<file path="config.mk">
export PLATFORM = sky130hd
export DESIGN_NAME = alu_req_sched_flat
export DESIGN_NICKNAME = d
export VERILOG_FILES = /design/src/rtl/alu_req_sched_pkg.sv /design/src/rtl/alu_req_sched_if.sv /design/src/rtl/alu_req_sched_core.sv /design/src/rtl/alu_req_sched.sv /design/src/flat_wrapper.sv
export SDC_FILE = /design/constraint.sdc
export NUM_CORES = 1
export LEC_CHECK = 0
export ABC_CLOCK_PERIOD_IN_PS = 4800
export CAP_MARGIN = 20
export CORE_ASPECT_RATIO = 0.75
export CORE_MARGIN = 3
export CORE_UTILIZATION = 50
export CTS_BUF_LIST = sky130_fd_sc_hd__clkbuf_16
export CTS_CLUSTER_DIAMETER = 100
export DETAILED_ROUTE_END_ITERATION = 10
export PLACE_DENSITY = 0.78
export SLEW_MARGIN = 20
export SYNTH_ARGS = -nofsm -noshare
export SYNTH_HDL_FRONTEND = slang
export SYNTH_HIERARCHICAL = 1
export SYNTH_SLANG_ARGS = --single-unit
</file>
<file path="constraint.sdc">
create_clock -name clk -period 4.8 [get_ports clk]
set_clock_uncertainty 0.2 [all_clocks]
set_input_delay 0.72 -clock clk [delete_from_list [all_inputs] [get_ports clk]]
set_output_delay 0.72 -clock clk [all_outputs]
set_load 0.02 [all_outputs]
</file>
<file path="src/rtl/alu_req_sched_pkg.sv">
// Shared definitions for the two-port ALU request scheduler.
//   DATA_W        default operand/result width
//   OP_*          ALU op codes; any other code is illegal
//   state_t       scheduler FSM encoding
package alu_pkg;
  localparam int DATA_W = 8;

  localparam logic [3:0] OP_PASS = 4'd2;
  localparam logic [3:0] OP_INC  = 4'd3;
  localparam logic [3:0] OP_DEC  = 4'd4;
  localparam logic [3:0] OP_NOT  = 4'd5;
  localparam logic [3:0] OP_NOR  = 4'd6;
  localparam logic [3:0] OP_XOR  = 4'd7;
  localparam logic [3:0] OP_XNOR = 4'd8;
  localparam logic [3:0] OP_GT   = 4'd9;
  localparam logic [3:0] OP_LT   = 4'd10;
  localparam logic [3:0] OP_EQ   = 4'd11;

  typedef enum logic [1:0] {
    ST_IDLE = 2'd0,
    ST_EXEC = 2'd1,
    ST_DONE = 2'd2
  } state_t;
endpackage

</file>
<file path="src/rtl/alu_req_sched_if.sv">
// Request/result bus of the ALU scheduler.
//   master : requester/consumer side (drives req_*, res_ready)
//   slave  : scheduler side (drives req_ready, res_*, busy, op_count)
// Per-port fields are packed {p1,p0}.
interface alu_req_sched_if #(
  parameter int DATA_W = 8,
  parameter int CNT_W  = 8
);
  logic [1:0]             req_valid;
  logic [1:0]             req_ready;
  logic [1:0][3:0]        req_ctrl;
  logic [1:0][DATA_W-1:0] req_a;
  logic [1:0][DATA_W-1:0] req_b;
  logic                   res_valid;
  logic                   res_ready;
  logic [DATA_W-1:0]      res_data;
  logic                   res_src;
  logic                   res_err;
  logic                   busy;
  logic [CNT_W-1:0]       op_count;

  modport master (
    output req_valid, req_ctrl, req_a, req_b, res_ready,
    input  req_ready, res_valid, res_data, res_src, res_err, busy, op_count
  );

  modport slave (
    input  req_valid, req_ctrl, req_a, req_b, res_ready,
    output req_ready, res_valid, res_data, res_src, res_err, busy, op_count
  );
endinterface

</file>
<file path="src/rtl/alu_req_sched_core.sv">
// alu8_core: pure combinational signed ALU/compare unit.
//   ctrl : op code (see alu_pkg OP_*)
//   a, b : signed two's complement operands
//   data : result (0 for illegal op codes); compares give 1/0
//   err  : op code illegal
module alu8_core
  import alu_pkg::*;
#(
  parameter int W = 8
) (
  input  logic [3:0]   ctrl,
  input  logic [W-1:0] a,
  input  logic [W-1:0] b,
  output logic [W-1:0] data,
  output logic         err
);
  always_comb begin
    data = '0;
    err  = 1'b0;
    case (ctrl)
      OP_PASS: data = a;
      OP_INC:  data = a + W'(1);   // wraps mod 2^W
      OP_DEC:  data = a - W'(1);
      OP_NOT:  data = ~a;
      OP_NOR:  data = ~(a | b);
      OP_XOR:  data = a ^ b;
      OP_XNOR: data = ~(a ^ b);
      OP_GT:   data = {{(W-1){1'b0}}, ($signed(a) >  $signed(b))};
      OP_LT:   data = {{(W-1){1'b0}}, ($signed(a) <  $signed(b))};
      OP_EQ:   data = {{(W-1){1'b0}}, (a == b)};
      default: err  = 1'b1;
    endcase
  end
endmodule

</file>
<file path="src/rtl/alu_req_sched.sv">
// alu_req_sched: shares one ALU between two requesters.
//   clk, rst : clock, asynchronous active-high reset
//   bus      : slave side of alu_req_sched_if (requests in, results out)
// Round-robin grant, registered op capture, registered result held under
// backpressure. Accept at cycle N gives res_valid at N+2; a pending request
// is accepted in the same cycle a result is consumed.
module alu_req_sched #(
  parameter int DATA_W = alu_pkg::DATA_W,
  parameter int CNT_W  = 8
) (
  input  logic           clk,
  input  logic           rst,
  alu_req_sched_if.slave bus
);
  import alu_pkg::*;

  typedef struct packed {
    logic [3:0]        ctrl;
    logic [DATA_W-1:0] a;
    logic [DATA_W-1:0] b;
    logic              src;
  } op_t;

  state_t            state;
  logic              rr_ptr;
  op_t               op_q, op_in;
  logic              any_req, win, accept;
  logic [DATA_W-1:0] alu_data, res_data_q;
  logic              alu_err, res_err_q, res_src_q, res_valid_q;
  logic [CNT_W-1:0]  op_count_q;

  // Contention goes to rr_ptr; a lone requester always wins.
  always_comb begin
    any_req = |bus.req_valid;
    win     = (&bus.req_valid) ? rr_ptr : bus.req_valid[1];
    accept  = any_req && !rst &&
              ((state == ST_IDLE) || (state == ST_DONE && bus.res_ready));
    op_in   = '{ctrl: bus.req_ctrl[win], a: bus.req_a[win],
                b: bus.req_b[win], src: win};
  end

  assign bus.req_ready = accept ? (win ? 2'b10 : 2'b01) : 2'b00;
  assign bus.res_valid = res_valid_q;
  assign bus.res_data  = res_data_q;
  assign bus.res_src   = res_src_q;
  assign bus.res_err   = res_err_q;
  assign bus.busy      = (state != ST_IDLE);
  assign bus.op_count  = op_count_q;

  alu8_core #(.W(DATA_W)) u_alu (
    .ctrl (op_q.ctrl),
    .a    (op_q.a),
    .b    (op_q.b),
    .data (alu_data),
    .err  (alu_err)
  );

  always_ff @(posedge clk or posedge rst) begin
    if (rst) begin
      state       <= ST_IDLE;
      rr_ptr      <= 1'b0;
      op_q        <= '0;
      res_valid_q <= 1'b0;
      res_data_q  <= '0;
      res_src_q   <= 1'b0;
      res_err_q   <= 1'b0;
      op_count_q  <= '0;
    end else begin
      case (state)
        ST_IDLE: begin
          if (accept) begin
            op_q   <= op_in;
            rr_ptr <= ~win;
            state  <= ST_EXEC;
          end
        end
        ST_EXEC: begin
          res_data_q  <= alu_data;
          res_err_q   <= alu_err;
          res_src_q   <= op_q.src;
          res_valid_q <= 1'b1;
          state       <= ST_DONE;
        end
        ST_DONE: begin
          if (bus.res_ready) begin
            op_count_q  <= op_count_q + CNT_W'(1);
            // Drop valid even when chaining, so the consumed result is
            // never presented twice while the next op executes.
            res_valid_q <= 1'b0;
            if (accept) begin
              op_q   <= op_in;
              rr_ptr <= ~win;
              state  <= ST_EXEC;
            end else begin
              state  <= ST_IDLE;
            end
          end
        end
        default: state <= ST_IDLE;
      endcase
    end
  end
endmodule

</file>
<file path="src/flat_wrapper.sv">
// flat-port wrapper written by rule: the top's interface ports become plain ports
module alu_req_sched_flat import alu_pkg::*;
#(
  parameter int DATA_W = alu_pkg::DATA_W,
  parameter int CNT_W  = 8
)
  (clk, rst, bus_req_valid, bus_req_ctrl, bus_req_a, bus_req_b, bus_res_ready, bus_req_ready, bus_res_valid, bus_res_data, bus_res_src, bus_res_err, bus_busy, bus_op_count);
  alu_req_sched_if #(.DATA_W(DATA_W), .CNT_W(CNT_W)) bus_i ();
  input  logic clk;
  input  logic rst;
  input wire logic [$bits(bus_i.req_valid)-1:0] bus_req_valid;
  input wire logic [$bits(bus_i.req_ctrl)-1:0] bus_req_ctrl;
  input wire logic [$bits(bus_i.req_a)-1:0] bus_req_a;
  input wire logic [$bits(bus_i.req_b)-1:0] bus_req_b;
  input wire logic [$bits(bus_i.res_ready)-1:0] bus_res_ready;
  output wire logic [$bits(bus_i.req_ready)-1:0] bus_req_ready;
  output wire logic [$bits(bus_i.res_valid)-1:0] bus_res_valid;
  output wire logic [$bits(bus_i.res_data)-1:0] bus_res_data;
  output wire logic [$bits(bus_i.res_src)-1:0] bus_res_src;
  output wire logic [$bits(bus_i.res_err)-1:0] bus_res_err;
  output wire logic [$bits(bus_i.busy)-1:0] bus_busy;
  output wire logic [$bits(bus_i.op_count)-1:0] bus_op_count;
  assign bus_i.req_valid = bus_req_valid;
  assign bus_i.req_ctrl = bus_req_ctrl;
  assign bus_i.req_a = bus_req_a;
  assign bus_i.req_b = bus_req_b;
  assign bus_i.res_ready = bus_res_ready;
  assign bus_req_ready = bus_i.req_ready;
  assign bus_res_valid = bus_i.res_valid;
  assign bus_res_data = bus_i.res_data;
  assign bus_res_src = bus_i.res_src;
  assign bus_res_err = bus_i.res_err;
  assign bus_busy = bus_i.busy;
  assign bus_op_count = bus_i.op_count;
  alu_req_sched #(.DATA_W(DATA_W), .CNT_W(CNT_W)) u_core (.clk(clk), .rst(rst), .bus(bus_i));
endmodule
</file>
==> key figures, run 1 <==
Cells and area
  – Filler instances: 487
  – Fraction of layout cells with a size suffix above 1: 8.466%
  – Non-filler cells, final: 456
  – Area grow syn2layout: 25.16%
  – Register Area: 1076 um2
  – Post-route cell area: 4009 um2
  – Multi-input logic area: 1923 um2
  – Inserted Diodes: 0
  – Final #Nets: 447

Clock tree
  – Clk_lat worst skew: 0.28 ns
  – CTS hold repair buffers: 0
  – Clk root buf: clkbuf_16
  – Post-cts repair resize count: 0
  – Post-CTS Setup Bufs: 0
  – CTS tree: done
  – Clock Tree Buf Depth: 2
  – CTS H-tree lvls: 2
  – Clk sink count: 43
  – CTS buffer count: 5
  – Worst-path clk slew: 0.06 ns

Logic synthesis
  – Post-synthesis sequential area ratio: 33.59%
  – Post-synthesis simple-gate area fraction: 13.98%
  – Mux cell area share after synthesis: 5.469%
  – Primary FF master, synth: dfrtp_1
  – Synth top cells by count: dfrtp_1 (43), ha_1 (24), inv_1 (24)
  – XOR/XNOR Fraction of Synth Area: 4.141%
  – Largest cells by area after synthesis: dfrtp_1 (34%), ha_1 (9.4%), o32ai_1 (5.7%)
  – Cell variety after synth: 70
  – Post-Syn Nets: 392
  – #FFs+latches synth: 43
  – Syn_area_per_cell: 9.917 um2
  – Post-synth ARST share: 100.0%
  – Post-synth top area share: 33.59%
  – Synth Area in Adders: 9.688%
  – Yosys warning count: 6
  – Most frequent cell after synthesis: dfrtp_1
  – Synth area leader: dfrtp_1
  – Main combinational cell family by area after synthesis: compound AO/OA/AOI/OAI gates
  – Syn Inst Count: 323
  – EDFF count, synth: 0
  – Mapped Area: 3203 um2
  – Post-synthesis compound-gate area fraction: 26.76%

Place
  – GP Congestion: 0.8417
  – Placement Cell Area: 3870 um2
  – Post-DP HPWL: 5.977 mm
  – DP Worst Slack: 1.253 ns
  – Port Buffers: 66
  – Placed insts: 449

Critical path
  – Reg2Reg Depth: 11
  – Crit-path slowest cell: nor2b_2
  – Worst EP required: 3.88 ns
  – Crit-path max FO: 22
  – Endpoint class of the critical path: output port
  – Crit start category: primary input
  – Critical path depth: 4
  – Bufs and invs on worst path: 2
  – CP cell instances: clkdlybuf4s50_1 -> nor2b_2 -> nor3_1 -> clkdlybuf4s50_1
  – Slowest stage delay, CP: 0.73 ns
  – CP most frequent cell: clkdlybuf4s50_1
  – Crit Path Category: primary input to output port
  – Top delay family on crit path: buffers and inverters
  – Worst path arrival time: 2.65 ns

Timing
  – Tcrit/Tclk final: 74.37%
  – Slew @ Worst Pin: 0.8884 ns
  – Period minus WS final: 3.570 ns
  – Slew Limit Headroom: 40.77%
  – Setup slack after layout: 1.230 ns
  – Max Freq: 280.1 MHz
  – Final Slew Violations: 0
  – Hold Vio Cnt, Final: 0
  – Setup TNS: 0 ns
  – Final hold slack: 0.2742 ns
  – RSZ-0062 raised after global routing: no
  – Final setup fails: 0

Floorplan
  – Die Y-Extent: 75.32 um
  – Die Area: 7413 um2
  – Rows: 24
  – Initial Util: 53.33%
  – Die W: 98.42 um
  – I/O pin total: 67
  – Core ar.: 6006 um2

Global routing
  – Initial antenna violation count: 0
  – Met2 Resource Use GR: 35.58%
  – GRT Total Usage: 22.41%
  – GRT busiest layer: met2
  – Grt ovf: 0
  – Vias in the first global route: 2704
  – First-pass GRT wire length: 13.28 mm
  – Met3 usage: 3.751%
  – Largest net degree at the start of global routing: 44
  – M1 GR Usage: 32.28%

Drt
  – Post-DR vias/cell: 6.127
  – 1st-iter DRT viols: 158
  – Final ANT Viol Nets: 0
  – Routed wire length per instance: 17.34 um
  – Routed WL: 7.905 mm
  – TritonRoute pass-1 iters: 6
  – Residual DRC: 0
  – DR vias: 2794

Pwr
  – PwrDens: 465.0 nW/um2
  – Maximum VDD drop: 0.2687 mV
  – Leakage power: 0.001727 uW

Status
  – Outcome: finished clean

Worst hold path
  – Worst Hold Depth: 1
  – Worst min-delay path class: register to register

Flow run
  – Max Cap Viol: 0
final cells by class:
cell class                 count  share of cell area (%)
clock inverter                 2                  0.3433
clock buffer                   5                   3.121
inverter                      26                   2.434
multi-input combinational    234                   47.97
timing repair buffer          68                   16.85
sequential                    43                   26.84
tap                           78                   2.434
where the power goes:
part | internal, uW | switching [uW]
Clock | 190 | 134
Sequential | 471 | 161
Combinational | 446 | 462
worst reg2reg max path: cells and delay by family (launching register included):
family / cells / cell delay, ns
simple gates: 2 / 0.80
fa+ha+maj: 2 / 0.73
compound gates: 3 / 0.54
flops: 1 / 0.42
mux: 1 / 0.33
xor+xnor: 2 / 0.28
buf+inv: 1 / 0.10
metal layers:
metal,part of all wire (%),vias up
li1,-,1332
met1,47,1344
met2,46,104
met3,5.8,14
met4,1.5,0
met5,0,-
registers in the layout (all words and copies together), names as in the netlist:
| signal | count |
|---|---|
| u_core/bus.res_valid | 1 |
| u_core/bus.res_err | 1 |
| u_core/rr_ptr | 1 |
| u_core/bus.res_data | 8 |
| u_core/op_q | 21 |
| u_core/bus.op_count | 8 |
| u_core/state | 2 |
| u_core/bus.res_src | 1 |
worst paths after layout:
check                                       start                     end  slack (ns)
hold / removal             u_core/bus.op_count[7]  u_core/bus.op_count[7]        0.27
hold reg to reg            u_core/bus.op_count[7]  u_core/bus.op_count[7]        0.27
setup / recovery                 bus_req_valid[0]        bus_req_ready[1]        1.23
setup reg to reg                  u_core/op_q[20]  u_core/bus.res_data[4]        1.27
min in group asynchronous                     rst      u_core/bus.res_src        0.73
max in group asynchronous                     rst  u_core/bus.res_data[4]        3.30
per-stage QoR:
step | util, % | power [uW]
after floorplan | - | 1237
after global placement | 64.44 | 1509
final | 66.75 | 1864
after detailed placement | 64.44 | 1535
after global routing | 66.75 | 2000
after CTS | 66.75 | 1869
cells in the final DEF (no fill, tap or decap), types with 3 or more instances in the layout:
cell type        Yosys  final
clkdlybuf4s50_1      0     66
dfrtp_1             43     43
inv_1               24     24
ha_1                24     24
o32ai_1             21     21
nand2_1             17     17
nor2_1              16     16
mux2_1              12     12
a2bb2oi_1           11     11
a2bb2oi_2            9      9
xnor2_1              8      8
a21oi_1              8      8
o22ai_1              8      8
o21ai_0              7      7
nor3_1               6      6
clkbuf_16            0      5
nand4_1              5      5
xor2_1               4      4
or2_1                4      4
a31oi_1              4      4
mux2i_1              4      4
o21ai_1              3      3
nor3b_1              3      3
nand3_1              3      3
kinds of logic (layout without fill, tap and decap cells):
family | count (synthesis) | in the layout
adder cells (fa/ha/maj) | 25 | 25
multiplexers | 16 | 16
buffers and inverters | 46 | 101
flip-flops | 43 | 43
AND/OR/NAND/NOR | 79 | 79
XOR/XNOR | 13 | 13
AO/OA/AOI/OAI | 101 | 101
Note: power is estimated with default switching activity, not from simulation.
==> run 2: changes to the inputs <==
--- a/config.mk
+++ b/config.mk
@@ -5,15 +5,15 @@
 export SDC_FILE = /design/constraint.sdc
 export NUM_CORES = 1
 export LEC_CHECK = 0
-export ABC_CLOCK_PERIOD_IN_PS = 4800
+export ABC_CLOCK_PERIOD_IN_PS = 3000
 export CAP_MARGIN = 20
 export CORE_ASPECT_RATIO = 0.75
 export CORE_MARGIN = 3
-export CORE_UTILIZATION = 50
+export CORE_UTILIZATION = 47
 export CTS_BUF_LIST = sky130_fd_sc_hd__clkbuf_16
 export CTS_CLUSTER_DIAMETER = 100
 export DETAILED_ROUTE_END_ITERATION = 10
-export PLACE_DENSITY = 0.78
+export PLACE_DENSITY = 0.77
 export SLEW_MARGIN = 20
 export SYNTH_ARGS = -nofsm -noshare
 export SYNTH_HDL_FRONTEND = slang
==> constraint.sdc (replaced) <==
create_clock -name clk -period 3 [get_ports clk]
set_clock_uncertainty 0.2 [all_clocks]
set_input_delay 0.45 -clock clk [delete_from_list [all_inputs] [get_ports clk]]
set_output_delay 0.45 -clock clk [all_outputs]
set_load 0.02 [all_outputs]
==> run 2 against run 1 <==
Against the previous run:
- wire length increased by 6.1%
- non-clock buffer count is 16 higher
- via count grew 3.8%
- register-to-register slack worse by 0.99 ns
- critical path depth up 6
- sequential cell count is the same
- critical path type is now register to register
- critical endpoint is now u_core/bus.res_data[7]
- largest cell class unchanged
- largest power group unchanged
==> key figures, run 2 (synthesis results as in run 1) <==
Status
  – Outcome: finished clean

Drt
  – DR vias: 2899 (+3.8%)
  – Routed wire length per instance: 17.63 um (+1.7%)
  – 1st-iter DRT viols: 240 (+52%)
  – Wire length on met1: 3.831 mm (+3.5%)
  – Final ANT Viol Nets: 0 (unchanged)
  – Routed WL: 8.391 mm (+6.1%)
  – Post-DR vias/cell: 6.090 (-0.60%)
  – Met2 WL: 3.671 mm (+1.1%)
  – TritonRoute pass-1 iters: 5 (-1)
  – WL met3: 631 um (+38%)
  – Top sig layer: met4
  – Residual DRC: 0 (unchanged)

Critical path
  – R2R Setup Slk: 0.28 ns (-0.99 ns)
  – Crit Path Category: register to register
  – Worst path arrival time: 2.74 ns (+0.09 ns)
  – Worst EP required: 3.03 ns (-0.85 ns)
  – Reg2Reg Depth: 10 (-1)
  – Crit Reg-Reg Endpoint: u_core/bus.res_data[7]
  – Crit-path max FO: 11 (-50%)
  – Reg-to-Reg Start: u_core/op_q[20]
  – Crit start category: register
  – Endpoint class of the critical path: register

Cells and area
  – Fraction of layout cells with a size suffix above 1: 12.41% (+3.9 points)
  – Most common cell after layout, fill and taps aside: clkdlybuf4s50_1
  – Filler instances: 513 (+5.3%)
  – Area grow syn2layout: 30.23%
  – Final #Nets: 463 (+3.6%)
  – Commonest cells after routing, fill and taps aside: clkdlybuf4s50_1 (66), dfrtp_1 (43), inv_1 (24), ha_1 (24), o32ai_1 (21)
  – Inserted Diodes: 0 (unchanged)
  – Max FFs per register: 21 (unchanged)
  – Biggest register: u_core/op_q

Global routing
  – Initial antenna violation count: 0 (unchanged)
  – Vias in the first global route: 2888 (+6.8%)
  – Grt ovf: 0 (unchanged)
  – Largest net degree at the start of global routing: 44 (unchanged)
  – GRT Total Usage: 22.23% (-0.17 points)
  – First-pass GRT wire length: 13.97 mm (+5.2%)

Place
  – Post-DP HPWL: 6.401 mm (+7.1%)
  – Port Buffers: 66 (unchanged)
  – GP Congestion: 0.9477 (+13%)

Pwr
  – PwrDens: 768.5 nW/um2 (+65%)
  – Pwr Total: 3206 uW (+72%)
  – Maximum VDD drop: 0.3640 mV (+35%)
  – Net switching fraction of the power: 39.76% (-0.87 points)
  – Sequential power share: 28.2% (-5.7 points)
  – Clock share of power: 19.7% (+2.3 points)
  – Internal Power: 1931 uW (+74%)
  – Combinational power share: 52.1% (+3.4 points)
  – NetSw: 1275 uW (+68%)
  – Leakage power: 0.001820 uW (+5.4%)

Flow run
  – Max Cap Viol: 0 (unchanged)

Clock tree
  – Worst-path clk slew: 0.06 ns (about the same)
  – Post-CTS Setup Bufs: 0 (unchanged)
  – CTS buffer count: 5 (unchanged)
  – Clk_lat worst skew: 0.29 ns (about the same)
  – Clk sink count: 43 (unchanged)
  – CTS tree: done
  – Clock Tree Buf Depth: 2 (unchanged)
  – CTS H-tree lvls: 2 (unchanged)
  – Clk root buf: clkbuf_16
  – CTS hold repair buffers: 0 (unchanged)

Timing
  – Final Slew Violations: 0 (unchanged)
  – Hold Vio Cnt, Final: 0 (unchanged)
  – Final setup fails: 0 (unchanged)
  – Period minus WS final: 2.716 ns
  – Setup TNS: 0 ns (unchanged)
  – Slew Limit Headroom: 58.16% (+17 points)
  – Max Freq: 368.1 MHz
  – Tcrit/Tclk final: 90.55%
  – Slew @ Worst Pin: 0.6247 ns (-0.2637 ns)
  – RSZ-0062 raised after global routing: no

Floorplan
  – Initial Util: 49.71% (-3.6 points)
  – Die W: 101.3 um (+3.0%)
  – Die Area: 7852 um2 (+5.9%)
  – Rows: 25 (+4.2%)
  – I/O pin total: 67 (unchanged)
  – Core ar.: 6444 um2 (+7.3%)
  – Die Y-Extent: 77.50 um (+2.9%)

Worst hold path
  – Min-Delay Endpoint: u_core/bus.op_count[7]
  – Worst Hold Depth: 1 (unchanged)
  – Worst min-delay path class: register to register
  – HP Start: u_core/bus.op_count[7]
run 2: cell count changes in the layout (fill, tap and decap cells not counted):
| cell | delta |
|---|---|
| clkinv_4 | -1 |
| nor3b_4 | +1 |
| bufinv_16 | +1 |
| inv_6 | +1 |
| clkinv_2 | -1 |
| clkinvlp_4 | +1 |
| buf_4 | +16 |
| nor3b_2 | -1 |
| o21ai_1 | +1 |
| o21ai_0 | -1 |
run 2: worst max-delay path, stage by stage, from the launching register on:
cell and delay [ns]:
dfrtp_1 0.41, inv_1 0.09, ha_1 0.20, nor3b_4 0.16, buf_4 0.20, ha_1 0.25, maj3_1 0.36, or3_1 0.36
a31o_1 0.19, o211ai_1 0.08, mux2_1 0.15
run 2: how the worst max path moves through the flow:
stage / from / slack, ns / endpoint
floorplan: u_core/op_q[20] / 0.18 / u_core/bus.res_data[4]
global placement: rst / 0.31 / bus_req_ready[1]
detailed placement: u_core/op_q[20] / 0.23 / u_core/bus.res_data[4]
CTS: u_core/op_q[20] / 0.20 / u_core/bus.res_data[4]
global route: u_core/op_q[20] / 0.07 / u_core/bus.res_data[4]
finish: u_core/op_q[20] / 0.28 / u_core/bus.res_data[7]
run 2: routing by layer:
layer	GRT usage (%)	up-vias
met3	6.110	28
met5	0	-
met1	31.88	1378
met2	32.51	129
li1	-	1364
met4	6.773	0
run 2: stage by stage:
step | cells | utilization, % | setup slack [ns] | cell area (um2) | hold WS, ns
after floorplan | 323 | - | 0.1794 | 3203 | 0.2642
after global placement | 468 | 61.98 | 0.3107 | 3994 | 0.2569
after detailed placement | 468 | 61.98 | 0.2263 | 3994 | 0.2607
after CTS | 476 | 64.64 | 0.2000 | 4165 | 0.2688
after global routing | 476 | 64.74 | 0.06739 | 4172 | 0.2954
final | 476 | 64.74 | 0.2836 | 4172 | 0.2681
run 2: power groups by stage:
stage | sequential (uW) | combinational, uW | clock (uW)
after CTS | 902 | 1650 | 638
after detailed placement | 908 | 1640 | 0
after floorplan | 1010 | 966 | 0
after global placement | 899 | 1610 | 0
after global routing | 932 | 1810 | 673
final | 904 | 1670 | 631
run 2: area by class of cell:
cell class / count / area [um2] / area share, %
clock inverter: 3 / 46.29 / 1.110
inverter: 26 / 97.59 / 2.340
tap: 81 / 101.3 / 2.430
multi-input combinational: 234 / 1929 / 46.25
clock buffer: 5 / 125.1 / 2.999
sequential: 43 / 1076 / 25.79
timing repair buffer: 84 / 795.8 / 19.08
run 2: timing repair:
item | 4_1_cts | 5_1_grt
endpoints found under the hold margin | 0 | 0
setup endpoints to repair | 0 | 2
resized for setup | 0 | 2
==> run 3: changes to the inputs <==
--- a/config.mk
+++ b/config.mk
@@ -5,6 +5,7 @@
 export SDC_FILE = /design/constraint.sdc
 export NUM_CORES = 1
 export LEC_CHECK = 0
+export ABC_AREA = 1
 export ABC_CLOCK_PERIOD_IN_PS = 3000
 export CAP_MARGIN = 20
 export CORE_ASPECT_RATIO = 0.75
@@ -13,6 +14,7 @@
 export CTS_BUF_LIST = sky130_fd_sc_hd__clkbuf_16
 export CTS_CLUSTER_DIAMETER = 100
 export DETAILED_ROUTE_END_ITERATION = 10
+export GPL_ROUTABILITY_DRIVEN = 0
 export PLACE_DENSITY = 0.77
 export SLEW_MARGIN = 20
 export SYNTH_ARGS = -nofsm -noshare
==> run 3 against run 2 <==
Against the previous run:
- count of clock-buffer cells in the layout unchanged
- wire length decreased by 5.5%
- global-route usage shrank 0.77 points
- area after synthesis grew 2.0%
- die area increased by 1.8%
- sequential share of layout area up 0.18 points
- highest routed layer unchanged
==> key figures, run 3 <==
Worst hold path
  – Worst Hold Depth: 2 (+1)
  – Min-Delay Endpoint: u_core/op_q[8]
  – HP Start: u_core/op_q[8]
  – Worst min-delay path class: register to register

Critical path
  – Slowest stage delay, CP: 0.41 ns (about the same)
  – Reg-to-Reg Start: u_core/op_q[20]
  – Bufs and invs on worst path: 3 (+1)
  – R2R Setup Slk: 0.29 ns (about the same)
  – Worst EP required: 2.98 ns (-0.05 ns)
  – Reg2Reg Depth: 12 (+2)
  – Worst path arrival time: 2.69 ns (-0.05 ns)
  – Crit-path max FO: 10 (-1)
  – CP most frequent cell: inv_1
  – Top delay family on crit path: adder cells
  – CP cell instances: inv_1 -> ha_2 -> nand2_8 -> inv_1 -> ha_1 -> inv_1 -> o21ai_2 -> a21oi_1 -> nand3_1 -> nand3_1 -> a21oi_1 -> mux2_2
  – Endpoint class of the critical path: register
  – Crit-path slowest cell: dfrtp_1
  – Crit Path Category: register to register
  – Crit start category: register
  – Crit Reg-Reg Endpoint: u_core/bus.res_data[6]
  – Critical path depth: 12 (+2)

Cells and area
  – Commonest cells after routing, fill and taps aside: nand2_1 (179), clkdlybuf4s50_1 (66), inv_1 (54), dfrtp_1 (43), nand3_1 (24)
  – Inserted Diodes: 0 (unchanged)
  – Final #Nets: 586 (+27%)
  – Fraction of layout cells with a size suffix above 1: 9.846% (-2.6 points)
  – Area grow syn2layout: 26.86%
  – Filler instances: 547 (+6.6%)
  – Biggest register: u_core/op_q
  – Max FFs per register: 21 (unchanged)
  – Most common cell after layout, fill and taps aside: nand2_1

Pwr
  – Combinational power share: 57.6% (+5.5 points)
  – Clock share of power: 15.7% (-4.0 points)
  – Maximum VDD drop: 0.3998 mV (+9.8%)
  – NetSw: 1902 uW (+49%)
  – Pwr Total: 4025 uW (+26%)
  – Sequential power share: 26.6% (-1.6 points)
  – Net switching fraction of the power: 47.25% (+7.5 points)
  – Leakage power: 0.002127 uW (+17%)
  – Internal Power: 2123 uW (+10%)
  – PwrDens: 971.6 nW/um2 (+26%)

Clock tree
  – Clk_lat worst skew: 0.29 ns (about the same)
  – Clk sink count: 43 (unchanged)
  – Clock Tree Buf Depth: 2 (unchanged)
  – CTS hold repair buffers: 0 (unchanged)
  – Worst-path clk slew: 0.07 ns (about the same)
  – CTS buffer count: 5 (unchanged)
  – CTS tree: done
  – CTS H-tree lvls: 2 (unchanged)
  – Clk root buf: clkbuf_16

Floorplan
  – Core ar.: 6506 um2 (+0.97%)
  – Die Area: 7995 um2 (+1.8%)
  – Rows: 25 (unchanged)
  – Initial Util: 50.19% (+0.48 points)
  – Die W: 102.3 um (+0.91%)
  – I/O pin total: 67 (unchanged)
  – Die Y-Extent: 78.19 um (+0.90%)

Timing
  – Setup TNS: 0 ns (unchanged)
  – Hold Vio Cnt, Final: 0 (unchanged)
  – RSZ-0062 raised after global routing: no
  – Tcrit/Tclk final: 90.29% (-0.26 points)
  – Slew Limit Headroom: 51.62% (-6.5 points)
  – Max Freq: 369.2 MHz (+0.29%)
  – Period minus WS final: 2.709 ns (-0.007795 ns)
  – Final Slew Violations: 0 (unchanged)
  – Slew @ Worst Pin: 0.7208 ns (+0.09608 ns)
  – Final setup fails: 0 (unchanged)

Global routing
  – Largest net degree at the start of global routing: 44 (unchanged)
  – First-pass GRT wire length: 13.86 mm (-0.84%)
  – Grt ovf: 0 (unchanged)
  – GRT Total Usage: 21.47% (-0.77 points)
  – Vias in the first global route: 3035 (+5.1%)
  – Initial antenna violation count: 0 (unchanged)

Drt
  – Final ANT Viol Nets: 0 (unchanged)
  – Routed WL: 7.930 mm (-5.5%)
  – Residual DRC: 0 (unchanged)
  – Routed wire length per instance: 13.24 um (-25%)
  – DR vias: 3062 (+5.6%)
  – 1st-iter DRT viols: 229 (-4.6%)
  – Post-DR vias/cell: 5.112 (-16%)
  – TritonRoute pass-1 iters: 5 (unchanged)

Logic synthesis
  – Post-synth ARST share: 100.0% (unchanged)
  – Syn Inst Count: 450 (+39%)
  – Post-Syn Nets: 519 (+32%)
  – Most frequent cell after synthesis: nand2_1
  – Cell variety after synth: 42 (-40%)
  – Mapped Area: 3266 um2 (+2.0%)
  – Yosys warning count: 6 (unchanged)
  – Post-synthesis sequential area ratio: 32.95% (-0.64 points)
  – Synth area leader: dfrtp_1
  – Largest cells by area after synthesis: dfrtp_1 (33%), nand2_1 (21%), ha_1 (9.2%)
  – #FFs+latches synth: 43 (unchanged)
  – Syn_area_per_cell: 7.257 um2 (-27%)
  – Post-synth top area share: 32.95% (-0.64 points)
  – Synth top cells by count: nand2_1 (179), inv_1 (54), dfrtp_1 (43)
  – EDFF count, synth: 0 (unchanged)
  – Primary FF master, synth: dfrtp_1

Place
  – Port Buffers: 66 (unchanged)
  – Post-DP HPWL: 6.214 mm (-2.9%)

Flow run
  – Max Cap Viol: 0 (unchanged)

Status
  – Outcome: finished clean
[run 3: cell types whose count changed after synthesis, sizes merged, moves of 4 or more]
cell	before	now
nand2	17	188
inv	26	59
nand3	3	30
o32ai	21	0
a2bb2oi	20	0
nor2	17	24
xnor2	9	2
clkbuf	8	2
o21ai	10	16
mux2i	4	0
nor2b	4	0
nor3b	4	0
[run 3: metal layers]
metal  share of wire [%]  GRT usage (%)  up-vias
met5                   0              0        -
met4                0.97          5.111        0
met3                 6.1          3.286       11
met2                  46          34.57       99
met1                  47          30.31     1392
li1                    -              -     1560
[run 3: what timing repair did]
item | CTS | global route
gates resized for setup | 0 | 1
setup endpoints to repair | 0 | 1
setup buffers | 0 | 0
[run 3: stage by stage]
step	instances	util [%]	hold slack [ns]	cell area [um2]	setup slack (ns)
6_report	599	63.67	0.2736	4143	0.2914
5_1_grt	599	63.67	0.2912	4143	0.1501
4_1_cts	599	63.63	0.2767	4140	0.1308
3_5_place_dp	591	61.00	0.2606	3969	0.1510
3_3_place_gp	591	61.00	0.2602	3969	0.3184
2_1_floorplan	450	-	0.2419	3266	0.08347
[run 3: cells by family (layout without fill, tap and decap cells)]
group	after synthesis	count (layout)	synth area share [%]
compound gates	47	47	9.273
xor+xnor	4	4	1.073
fa+ha+maj	24	24	9.195
buf+inv	70	138	9.731
flops	43	43	32.95
mux	9	9	3.104
simple gates	253	253	34.67
[run 3: worst max path at each step]
stage,start,to,slack (ns)
4_1_cts,u_core/op_q[20],u_core/bus.res_data[6],0.13
5_1_grt,u_core/op_q[20],u_core/bus.res_data[6],0.15
3_5_place_dp,u_core/op_q[20],u_core/bus.res_data[6],0.15
6_report,u_core/op_q[20],u_core/bus.res_data[6],0.29
2_1_floorplan,rst,bus_req_ready[0],0.08
3_3_place_gp,rst,bus_req_ready[0],0.32
[run 3: layout make-up]
type                       count  area (um2)  area share (%)
multi-input combinational    337        1874           45.24
sequential                    43        1076           25.97
timing repair buffer          71       698.2           16.85
inverter                      59       221.5           5.346
clock buffer                   5       125.1           3.020
tap                           81       101.3           2.446
clock inverter                 3       46.29           1.117
[run 3: worst reg2reg max path, stage by stage, from the launching register on]
cell,delay (ns)
dfrtp_1,0.41
inv_1,0.10
ha_2,0.39
nand2_8,0.14
inv_1,0.10
ha_1,0.26
inv_1,0.13
o21ai_2,0.10
a21oi_1,0.20
nand3_1,0.10
nand3_1,0.09
a21oi_1,0.08
mux2_2,0.29
[run 3: power groups by stage]
| stage | Clock, uW | Combinational [uW] | Sequential (uW) |
|---|---|---|---|
| finish | 633 | 2320 | 1070 |
| global route | 671 | 2580 | 1110 |
| CTS | 643 | 2300 | 1070 |
| detailed placement | 0 | 2270 | 1080 |
| global placement | 0 | 2190 | 1070 |
| floorplan | 0 | 1610 | 1100 |
